--- src/rtl/instruction_fetch_unit.sv ---
// rtl/instruction_fetch_unit.sv - RV32I fetch stage: PC, credit-limited imem requests, instruction FIFO, redirects.
// Optional IFU_ILLEGAL_CHECK_EN: tag non-32-bit encodings as faults and halt fetch until redirect.
module instruction_fetch_unit #(
  parameter logic [31:0] RESET_PC   = 32'h0000_0000,
  parameter int          FIFO_DEPTH = 2
) (
  input  logic        clk,
  input  logic        rst_n,
  output logic        imem_req_valid,
  input  logic        imem_req_ready,
  output logic [31:0] imem_req_addr,
  input  logic        imem_resp_valid,
  input  logic [31:0] imem_resp_data,
  input  logic        redirect_valid,
  input  logic [31:0] redirect_pc,
  output logic        inst_valid,
  input  logic        inst_ready,
  output logic [31:0] instruction,
  output logic [31:0] inst_pc,
  output logic        fetch_fault
);

  localparam int AW = (FIFO_DEPTH > 1) ? $clog2(FIFO_DEPTH) : 1;
  localparam int CW = AW + 1;

  typedef enum logic {RUN = 1'b0, HALT = 1'b1} state_t;

  state_t          state_q, state_d;
  logic [31:0]     fetch_pc_q, fetch_pc_d;
  logic [31:0]     resp_pc_q, resp_pc_d;
  logic            req_valid_q, req_valid_d;
  logic [31:0]     req_addr_q, req_addr_d;
  logic [CW-1:0]   outstanding_q, outstanding_d;
  logic [CW-1:0]   drop_cnt_q, drop_cnt_d;
  logic [CW-1:0]   count_q, count_d;
  logic [AW-1:0]   wr_ptr_q, wr_ptr_d;
  logic [AW-1:0]   rd_ptr_q, rd_ptr_d;
  logic [31:0]     data_mem [FIFO_DEPTH];
  logic [31:0]     pc_mem   [FIFO_DEPTH];

  logic            accept, push, pop, hold, credit_ok;
  logic [31:0]     redirect_target;
  logic            unused_redirect_lsb;

  assign accept              = req_valid_q && imem_req_ready;
  assign push                = imem_resp_valid && (drop_cnt_q == '0) && (state_q == RUN) && !redirect_valid;
  assign pop                 = (count_q != '0) && inst_ready && !redirect_valid;
  assign redirect_target     = {redirect_pc[31:2], 2'b00};
  assign unused_redirect_lsb = ^redirect_pc[1:0];

`ifdef IFU_ILLEGAL_CHECK_EN
  logic fault_mem [FIFO_DEPTH];
  logic resp_fault;
  assign resp_fault  = (imem_resp_data[1:0] != 2'b11);
  assign fetch_fault = inst_valid && fault_mem[rd_ptr_q];
`else
  assign fetch_fault = 1'b0;
`endif

  always_comb begin
    outstanding_d = outstanding_q;
    drop_cnt_d    = drop_cnt_q;
    count_d       = count_q;
    wr_ptr_d      = wr_ptr_q;
    rd_ptr_d      = rd_ptr_q;
    fetch_pc_d    = fetch_pc_q;
    resp_pc_d     = resp_pc_q;
    state_d       = state_q;

    case ({accept, imem_resp_valid})
      2'b10:   outstanding_d = outstanding_q + CW'(1);
      2'b01:   outstanding_d = outstanding_q - CW'(1);
      default: outstanding_d = outstanding_q;
    endcase
    if (imem_resp_valid && (drop_cnt_q != '0)) drop_cnt_d = drop_cnt_q - CW'(1);

    if (push && !pop) count_d = count_q + CW'(1);
    if (pop && !push) count_d = count_q - CW'(1);
    if (push) begin
      wr_ptr_d  = wr_ptr_q + AW'(1);
      resp_pc_d = resp_pc_q + 32'd4;
    end
    if (pop) rd_ptr_d = rd_ptr_q + AW'(1);
    if (accept) fetch_pc_d = fetch_pc_q + 32'd4;

`ifdef IFU_ILLEGAL_CHECK_EN
    if (push && resp_fault) state_d = HALT;
`endif

    // Everything still in flight after this cycle's accept/response is stale.
    if (redirect_valid) begin
      count_d    = '0;
      wr_ptr_d   = '0;
      rd_ptr_d   = '0;
      drop_cnt_d = outstanding_d;
      fetch_pc_d = redirect_target;
      resp_pc_d  = redirect_target;
      state_d    = RUN;
    end

    hold        = req_valid_q && !accept && !redirect_valid;
    credit_ok   = ({1'b0, outstanding_d} + {1'b0, count_d}) < (CW + 1)'(FIFO_DEPTH);
    req_valid_d = (state_d == RUN) && (hold || credit_ok);
    req_addr_d  = fetch_pc_d;
  end

  always_ff @(posedge clk or negedge rst_n) begin
    if (!rst_n) begin
      state_q       <= RUN;
      fetch_pc_q    <= RESET_PC;
      resp_pc_q     <= RESET_PC;
      req_valid_q   <= 1'b0;
      req_addr_q    <= RESET_PC;
      outstanding_q <= '0;
      drop_cnt_q    <= '0;
      count_q       <= '0;
      wr_ptr_q      <= '0;
      rd_ptr_q      <= '0;
    end else begin
      state_q       <= state_d;
      fetch_pc_q    <= fetch_pc_d;
      resp_pc_q     <= resp_pc_d;
      req_valid_q   <= req_valid_d;
      req_addr_q    <= req_addr_d;
      outstanding_q <= outstanding_d;
      drop_cnt_q    <= drop_cnt_d;
      count_q       <= count_d;
      wr_ptr_q      <= wr_ptr_d;
      rd_ptr_q      <= rd_ptr_d;
    end
  end

  always_ff @(posedge clk or negedge rst_n) begin
    if (!rst_n) begin
      for (int i = 0; i < FIFO_DEPTH; i++) begin
        data_mem[i] <= '0;
        pc_mem[i]   <= '0;
`ifdef IFU_ILLEGAL_CHECK_EN
        fault_mem[i] <= 1'b0;
`endif
      end
    end else if (push) begin
      data_mem[wr_ptr_q] <= imem_resp_data;
      pc_mem[wr_ptr_q]   <= resp_pc_q;
`ifdef IFU_ILLEGAL_CHECK_EN
      fault_mem[wr_ptr_q] <= resp_fault;
`endif
    end
  end

  assign imem_req_valid = req_valid_q;
  assign imem_req_addr  = req_addr_q;
  assign inst_valid     = (count_q != '0);
  assign instruction    = data_mem[rd_ptr_q];
  assign inst_pc        = pc_mem[rd_ptr_q];

endmodule

--- config.mk ---
export PLATFORM = sky130hd
export DESIGN_NAME = instruction_fetch_unit
export DESIGN_NICKNAME = d
export VERILOG_FILES = /design/src/rtl/instruction_fetch_unit.sv
export SDC_FILE = /design/constraint.sdc
export NUM_CORES = 1
export LEC_CHECK = 0
export ABC_CLOCK_PERIOD_IN_PS = 2210
export CELL_PAD_IN_SITES_DETAIL_PLACEMENT = 1
export CELL_PAD_IN_SITES_GLOBAL_PLACEMENT = 1
export CORE_MARGIN = 10
export CORE_UTILIZATION = 38
export CTS_CLUSTER_SIZE = 25
export DETAILED_ROUTE_END_ITERATION = 16
export PLACE_DENSITY_LB_ADDON = 0.1
export SETUP_SLACK_MARGIN = 0.5
export SYNTH_ARGS = -nofsm -noshare
export SYNTH_HDL_FRONTEND = slang
export SYNTH_SLANG_ARGS = --single-unit
--- constraint.sdc ---
create_clock -name clk -period 2.21 [get_ports clk]
set_input_delay 0.663 -clock clk [delete_from_list [all_inputs] [get_ports clk]]
set_output_delay 0.663 -clock clk [all_outputs]
set_load 0.01 [all_outputs]
# Word level (Yosys, flattened, before mapping)
# Cells that the tools add are included.
# totals
register_bits	202
word_cells	83
out_inout_bits	99
in_bits	70
# op_classes
n_lt_le_gt_ge	4
reduce_logical	25
bitwise_logic	4
muxes	25
addsub	10
n_eq_ne	2
# ops
op	n
32-bit two-way mux	11
64-bit bitwise mux	2
32-bit by 3-bit adder with 32-bit output, second input constant	2
32-bit demux with 1-bit select	1
1-bit logical AND	13
2-bit nonzero test	6
2-bit two-way mux	5
2-bit by 1-bit subtractor with 2-bit output, second input constant	3
1-bit two-way mux	5
2-bit by 1-bit adder with 2-bit output, second input constant	2
2-bit >= comparator, second input constant	2
1-bit zero test	4
1-bit NOT with 2-bit output	2
2-bit one-hot mux with 2 select lines	1
2-bit by 2-bit adder with 3-bit output	1
3-bit by 2-bit less-than comparator with 1-bit output, second input constant	1
1-bit adder, second input constant	2
2-bit by 1-bit equality test with 1-bit output, second input constant	1
2-bit equality test, second input constant	1
2-bit zero test	1
2-bit by 1-bit less-than comparator with 1-bit output, second input constant	1
1-bit NOT	2
1-bit logical OR	1

# Depth between registers and ports, before layout
# Gate-level depths: netlist of run 1.
# logic_depth
ltp_word	12
ltp_mapped	11
ltp_nobuf	9

# Least setup slack after synthesis of run 1
# Ideal clock, no wire load.
# synth_path
kind	in2reg
startpoint	input imem_resp_valid
endpoint	register req_valid_q (netlist: imem_req_valid)
path_slack_ns	-0.209
stages	9
setup_ns	0.121
path_buffers	2
arrival_time_ns	2.298
required_time_ns	2.089
path_cell_list	and3b_1 -> clkbuf_1 -> buf_2 -> xnor3_1 -> nor2_1 -> nand2_1 -> fa_1 -> a22oi_1 -> nor2_1
# synth_via
elab_chain_cells	11
elab_cells_between_ends	16
classes_between	add/sub (1); order compare (1); eq/ne (2); mux (4); reduce/logical (8)
# synth_rtl
element	line_no	text
start, declared	12	input logic imem_resp_valid,
1-bit logical AND (*) (3 in a row)	46	assign push = imem_resp_valid && (drop_cnt_q == '0) && (state_q == RUN) && !redirect_valid;
1-bit logical AND or 1-bit zero test (tied branches)	77, 78	
2-bit two-way mux or 1-bit logical AND (tied branches)	77, 78	
2-bit two-way mux (*)	78	if (pop && !push) count_d = count_q - CW'(1);
2-bit two-way mux (*)	91	if (redirect_valid) begin
net count_d[0]	35	logic [CW-1:0] count_q, count_d;
2-bit by 2-bit adder with 3-bit output (*)	102	credit_ok = ({1'b0, outstanding_d} + {1'b0, count_d}) < (CW + 1)'(FIFO_DEPTH);
3-bit by 2-bit less-than comparator with 1-bit output (*)	102	
1-bit logical OR (*)	103	req_valid_d = (state_d == RUN) && (hold || credit_ok);
1-bit logical AND (*)	103	
net req_valid_d	31	logic req_valid_q, req_valid_d;
end signal, assigned	123	req_valid_q <= req_valid_d;
end, declared	31	
# Mark *: on every way through the listed nets, which the timed path passes. The rest lies on a longest branch.
# A chain may end at the register's enable or synchronous reset.

# Worst setup path in the final report of run 1
# layout_path
startpoint	register rd_ptr_q
endpoint	output inst_pc[8]
# layout_via
elab_chain_cells	4
# layout_rtl
element	line_no	text
start, declared	37	logic [AW-1:0] rd_ptr_q, rd_ptr_d;
start signal, assigned	129	rd_ptr_q <= rd_ptr_d;
1-bit NOT with 2-bit output (implied by the code)	155	assign inst_pc = pc_mem[rd_ptr_q];
32-bit two-way mux (implied by the code) (3 in a row)	155	
end, declared	19	output logic [31:0] inst_pc,
# Every way passes these cells. The select of a mux whose other input is x is not followed.

==> metrics, run 1 <==
status complete, but fails checks; failing checks negative setup slack; DP Wirelength 20.99 mm; PwrDens 1149 mW/mm^2; top_reg_cell synth dfrtp_1; Max-Cap Viols 0; cells along the critical path buf_6 -> buf_12 -> buf_16 -> mux2_4 -> buf_6; post-synth top area cell dfrtp_1; vias per cell 5.599; post-route ant nets 0; clk_skew 0.01592 ns; Yosys top cell area share 0.5036; Post-synth EDFFs 0; post-synthesis cell type count 55; routed wire length per instance 25.59 um; Num CTS Buffers 17; Gate Count Post-Synth 800; Fin. Hold Viols 0; diodes inserted 0; R2R cell count 9; # IOs 169; CTS root buffer clkbuf_16; Starting Density 0.3839; gr ovfl total 0; die area 0.03214 sq mm; Detailed Route WL 37.05 mm; HP Class input pin to asynchronous set/reset pin; Critical Path RT 1.55 ns; FMAX 0.4148 GHz; die height 179.3 um; Fillers 2453; largest net degree at the start of global routing 58; CTS HTree Levels 4; routed via count 8107; core box area 0.02511 sq mm; Crit. End Element output port; worst setup margin -0.2007 ns; Placed Instance Area 0.01202 sq mm; CTS Buffer Depth 2; crit path time final 2.411 ns; Nets 1181; R2R Setup Slk -0.02 ns; CP max stage delay 0.45 ns; clock slew at reported path FFs 0.08 ns; Slew Limit Fails 0; final instance area 0.01553 sq mm; maximum VDD drop 0.0005984 V; Synth async-reset ratio 1.000; routability cong. 0.8254; FP Rows 58; commonest cells after routing, fill and taps aside dfrtp_1 (178), mux2_4 (148), buf_6 (126); worst r2r dst imem_req_valid$_DFF_PN0_; Area contributors post-synth dfrtp_1 (50%), mux2_2 (23%), and4_1 (1.9%); Worst-Skew Late Latency 0.44 ns; startpoint types register; Yosys reg bits 194; Hold WS 0.1627 ns; R2R Path Start drop_cnt_q[1]$_DFFE_PN0P_; Leak 6.985 nW; DRT iter0 DRCs 493; Final period util 1.091; CP Max Fanout 5; layout cell share with drive strength beyond 1 0.5680; synthesized area per cell 12.05 sq um; Sink Count 194; Arr. time, crit path 1.75 ns; die width 179.3 um; Layout area overhead 61.13%; DRT Pass-1 Iters 4; vias in the first global route 8673; first-pass GRT wire length 50.48 mm; warnings from Yosys 0; cell repeated most along the worst path buf_6; most common cell after layout, fill and taps aside dfrtp_1; RSZ-0062 raised after global routing true; sequential element share of the synthesized area 0.5036; critical path type register to output port; GRT Overall Usage 0.2019; initial antenna violation count 0; Syn Std Cell Area 0.009640 sq mm; IO Port Bufs 161; slowest CP cell dfrtp_2; CTS tree done; count of final setup violators 63; DR DRC count 0
[state kept, by name, indices dropped and copies added (netlist names)]
register and cells:
imem_req_valid 1, resp_pc_q 30, outstanding_q 2, imem_req_addr 30
rd_ptr_q 1, count_q 2, drop_cnt_q 2, state_q 1
wr_ptr_q 1, data_mem 64, pc_mem 60
[metrics by stage]
| step | instances | util | setup TNS, ns | setup slack (ns) | power, mW |
|---|---|---|---|---|---|
| 3_5_place_dp | 1291 | 0.4787 | -56.63 | -0.5882 | 11.75 |
| 6_report | 1448 | 0.6186 | -9.608 | -0.2007 | 17.84 |
| 5_1_grt | 1448 | 0.6186 | -12.18 | -0.2320 | 18.74 |
| 2_1_floorplan | 804 | - | -0.04681 | -0.04681 | 8.766 |
| 3_3_place_gp | 1291 | 0.4787 | -45.30 | -0.5225 | 11.42 |
| 4_1_cts | 1399 | 0.5509 | -8.714 | -0.1911 | 16.34 |
[Yosys cell counts, types with 14 or more instances]
cell type / instances
nand4_1: 19
and4_1: 21
buf_2: 21
nand2_1: 26
xnor2_1: 19
nor3_1: 22
a211oi_1: 23
nor2_1: 38
a31oi_1: 19
o31ai_1: 16
nand3_1: 21
dfrtp_1: 194
mux2_2: 198
and3_1: 14
clkbuf_1: 19
[critical path: cells and delay by family, from the launching register on]
family | cells | cell delay [ns]
flops | 1 | 0.45
mux | 1 | 0.31
buf+inv | 4 | 0.54
[layer usage]
metal,wire length [um],vias to the layer above,track usage
li1,-,3588,-
met1,15310,4249,0.2497
met5,0,-,0
met4,759,0,0.05296
met2,19340,218,0.3521
met3,1635,52,0.03875
[logic make-up (layout without fill, tap and decap cells)]
kind of cell	after synthesis	after routing	synth area share
multiplexers	200	200	0.2334
adder cells (fa/ha/maj)	6	6	0.008566
other	1	5	0.0003890
AO/OA/AOI/OAI	88	88	0.06321
AND/OR/NAND/NOR	218	219	0.1320
flip-flops	194	194	0.5036
XOR/XNOR	22	22	0.02141
buffers and inverters	71	384	0.03751
[timing repair]
item                       in CTS  in global routing
setup endpoints to repair     276                252
hold buffers                    0                  0
gates resized for setup       595                261
gates cloned                   14                 13
pin swaps                      33                 60
setup buffers                  62                 36
[report_power, final]
part | internal, mW | switching (mW) | total, mW | leakage [nW]
registers | 4.79 | 0.944 | 5.74 | 2.38
clock network | 1.50 | 1.54 | 3.05 | 0.276
logic | 5.62 | 3.44 | 9.06 | 4.33
total | 11.9 | 5.93 | 17.8 | 6.99
[how the worst max path moves through the flow]
stage / depth (start not counted) / end / start
after floorplan: 9 / imem_req_valid$_DFF_PN0_ / imem_resp_valid
after global placement: 8 / imem_req_valid$_DFF_PN0_ / inst_ready
after detailed placement: 8 / imem_req_valid$_DFF_PN0_ / imem_resp_valid
after CTS: 5 / instruction[22] / rd_ptr_q$_DFFE_PN0P_
after global routing: 5 / inst_pc[8] / rd_ptr_q$_DFFE_PN0P_
final: 5 / inst_pc[8] / rd_ptr_q$_DFFE_PN0P_
[cell type report]
cell class	count	area (sq um)	share of cell area
multi-input cells	540	5727	0.3687
flip-flops and latches	194	4875	0.3138
repair buffers	340	3908	0.2516
clock buffers	18	429.2	0.02763
well taps	330	412.9	0.02658
clock inverters	14	137.6	0.008860
inverters	12	45.04	0.002900
Note: power is estimated with default switching activity, not from simulation.
==> inputs of run 2 (changes only) <==
Settings changed: ABC_AREA set to 1, CORE_UTILIZATION 38 to 35, GPL_TIMING_DRIVEN set to 0.
==> run 2 against run 1 <==
The flow still finishes with violations (negative setup slack). Largest cell class unchanged. Combinational power fell by 5.7%. Hold slack about the same. Flip-flop and latch count is the same. Sequential power rose by 10%. Sequential share of layout area shrank 0.99 points. Fmax rose by 4.3%. Largest power group unchanged. Synthesized area up 4.8%.
==> metrics, run 2 <==
warnings from Yosys 0 (unchanged); worst rel slew slack 0.5721; die height 189.9 um (was 179.3 um); gr ovfl total 0 (unchanged); core box area 0.02863 sq mm (was 0.02511 sq mm); clock slew at reported path FFs 0.09 ns (was 0.08 ns); routed wire length per instance 21.70 um (was 25.59 um); FP Rows 62 (was 58); Sink Count 194 (unchanged); Max-Cap Viols 0 (unchanged); Syn Std Cell Area 0.01010 sq mm (was 0.009640 sq mm); Leak 7.626 nW (was 6.985 nW); # IOs 169 (unchanged); vias in the first global route 10510 (was 8673); Largest register FFs 64 (unchanged); maximum VDD drop 0.0004586 V (was 0.0005984 V); routed via count 10300 (was 8107); worst-margin pin slew 0.6419 ns; die area 0.03607 sq mm (was 0.03214 sq mm); CTS root buffer clkbuf_16 (unchanged); DP Wirelength 26.73 mm (was 20.99 mm); vias per cell 5.075 (was 5.599); Yosys top cell area share 0.4804 (was 0.5036); Post-synth EDFFs 0 (unchanged); RSZ-0062 raised after global routing true (unchanged); Starting Density 0.3530 (was 0.3839); Yosys reg bits 194 (unchanged); commonest cells after routing, fill and taps aside nand2_1 (330), dfrtp_1 (183), nand2_2 (125) (was dfrtp_1 (178), mux2_4 (148), buf_6 (126)); Num CTS Buffers 17 (unchanged); CTS HTree Levels 4 (unchanged); routability cong. 0.8720 (was 0.8254); Arr. time, crit path 1.65 ns (was 1.75 ns); initial antenna violation count 0 (unchanged); top cells by count, synth nand2_1 (543), dfrtp_1 (194), inv_1 (133) (was mux2_2 (198), dfrtp_1 (194), nor2_1 (38)); IO Port Bufs 161 (unchanged); diodes inserted 0 (unchanged); Setup WS pre-CTS -0.7718 ns (was -0.5882 ns); Placed Instance Area 0.01229 sq mm (was 0.01202 sq mm); sequential element share of the synthesized area 0.4804 (was 0.5036); die width 189.9 um (was 179.3 um); most common cell after layout, fill and taps aside nand2_1 (was dfrtp_1); largest net degree at the start of global routing 121 (was 58); most frequent cell after synthesis nand2_1 (was mux2_2); Fin. Hold Viols 0 (unchanged); clk_skew 0.02317 ns (was 0.01592 ns); post-synth top area cell dfrtp_1 (unchanged); Synth async-reset ratio 1.000 (unchanged); Worst-Skew Late Latency 0.46 ns (was 0.44 ns); Crit. End Element output port (unchanged); cells along the critical path buf_4 -> buf_8 -> clkbuf_16 -> nand2_1 -> nand2_1 -> buf_2 (was buf_6 -> buf_12 -> buf_16 -> mux2_4 -> buf_6); cell repeated most along the worst path nand2_1 (was buf_6); Gate Count Post-Synth 1351 (was 800); Final period util 1.046 (was 1.091); critical path type register to output port (unchanged); post-route ant nets 0 (unchanged); PwrDens 1136 mW/mm^2 (was 1149 mW/mm^2); Util after Layout 0.5596 (was 0.6186); HP Class input pin to asynchronous set/reset pin (unchanged); count of final setup violators 59 (was 63); CP Max Fanout 6 (was 5); Nets 1709 (was 1181); layout cell share with drive strength beyond 1 0.4109 (was 0.5680); Critical Path RT 1.55 ns (about the same); DR DRC count 0 (unchanged); first-pass GRT wire length 59.72 mm (was 50.48 mm); final instance area 0.01602 sq mm (was 0.01553 sq mm); synthesized area per cell 7.479 sq um (was 12.05 sq um); Layout area overhead 58.52% (was 61.13%); Area contributors post-synth dfrtp_1 (48%), nand2_1 (20%), o21ai_1 (5.4%) (was dfrtp_1 (50%), mux2_2 (23%), and4_1 (1.9%)); Slew Limit Fails 0 (unchanged); status complete, but fails checks (unchanged); failing checks negative setup slack (unchanged); slowest CP cell dfrtp_1 (was dfrtp_2); FMAX 0.4325 GHz (was 0.4148 GHz); worst setup margin -0.1019 ns (was -0.2007 ns); DRT Pass-1 Iters 4 (unchanged); Hold WS 0.1623 ns (was 0.1627 ns); post-synthesis cell type count 41 (was 55); Detailed Route WL 44.03 mm (was 37.05 mm); Largest regs data_mem: 64 flops, pc_mem: 60 flops (unchanged); CTS Buffer Depth 2 (unchanged); GRT Overall Usage 0.2098 (was 0.2019); CTS Hold Buffers Added 0 (unchanged); startpoint types register (unchanged); CTS tree done (unchanged); DRT iter0 DRCs 608 (was 493); crit path time final 2.312 ns (was 2.411 ns); CP max stage delay 0.42 ns (was 0.45 ns); top_reg_cell synth dfrtp_1 (unchanged); largest reg by FF count data_mem (unchanged)
run 2: critical path, delay by kind of cell, from the launching register on:
kind | cells | cell delay [ns]
buf+inv | 4 | 0.61
flops | 1 | 0.42
simple gates | 2 | 0.16
run 2: kinds of logic (layout without fill, tap and decap cells):
| group | after synthesis | count (layout) | synth area share |
|---|---|---|---|
| XOR/XNOR | 20 | 20 | 0.01734 |
| AND/OR/NAND/NOR | 712 | 713 | 0.2940 |
| buffers and inverters | 200 | 489 | 0.08358 |
| flip-flops | 194 | 194 | 0.4804 |
| AO/OA/AOI/OAI | 218 | 218 | 0.1161 |
| adder cells (fa/ha/maj) | 6 | 6 | 0.008172 |
| other | 1 | 5 | 0.0003711 |
run 2: final cells by class:
type | instances | area (sq um)
clock inverter | 13 | 171.4
sequential | 194 | 4868
inverter | 143 | 583.1
clock buffer | 18 | 429.2
timing repair buffer | 256 | 2609
timing repair inverter | 2 | 22.52
multi-input combinational | 962 | 5976
fill | 3298 | 12610
tap | 384 | 480.5
buffer | 57 | 878.3
run 2: worst paths after layout:
| kind | startpoint | to | slack (ns) | cells past startpoint |
|---|---|---|---|---|
| setup / recovery | rd_ptr_q$_DFFE_PN0P_ | instruction[29] | -0.10 | 6 |
| hold / removal | rst_n | imem_req_valid$_DFF_PN0_ | 0.16 | 1 |
| setup reg to reg | drop_cnt_q[0]$_DFFE_PN0P_ | imem_req_valid$_DFF_PN0_ | 0.22 | 13 |
| hold reg to reg | data_mem[43]$_DFFE_PN0P_ | data_mem[43]$_DFFE_PN0P_ | 0.50 | 2 |
| max in group asynchronous | rst_n | data_mem[15]$_DFFE_PN0P_ | 1.00 | 2 |
| min in group clk | data_mem[43]$_DFFE_PN0P_ | data_mem[43]$_DFFE_PN0P_ | 0.50 | 2 |
run 2: what timing repair did:
action,CTS,global route
gates resized for setup,569,537
cloned,9,18
setup endpoints to repair,278,245
buffers inserted,46,24
pin swaps,19,69
endpoints found under the hold margin,0,0
run 2: per-layer routing:
metal	track usage	part of all wire
met1	0.2625	0.41
met2	0.3687	0.53
met3	0.03204	0.040
met4	0.05403	0.024
met5	0	0
run 2: report_power, final:
group | internal (mW) | switching (mW)
Clock | 1.71 | 1.63
Combinational | 4.08 | 4.46
Sequential | 4.88 | 1.43
run 2: metrics by stage:
stage / cells / TNS, ns / total power, mW
after detailed placement: 1901 / -75.28 / 11.57
after global routing: 2029 / -5.125 / 19.18
final: 2029 / -2.496 / 18.19
after floorplan: 1355 / 0 / 8.665
after CTS: 1987 / -0.9273 / 15.25
after global placement: 1900 / -1646.81 / 11.39
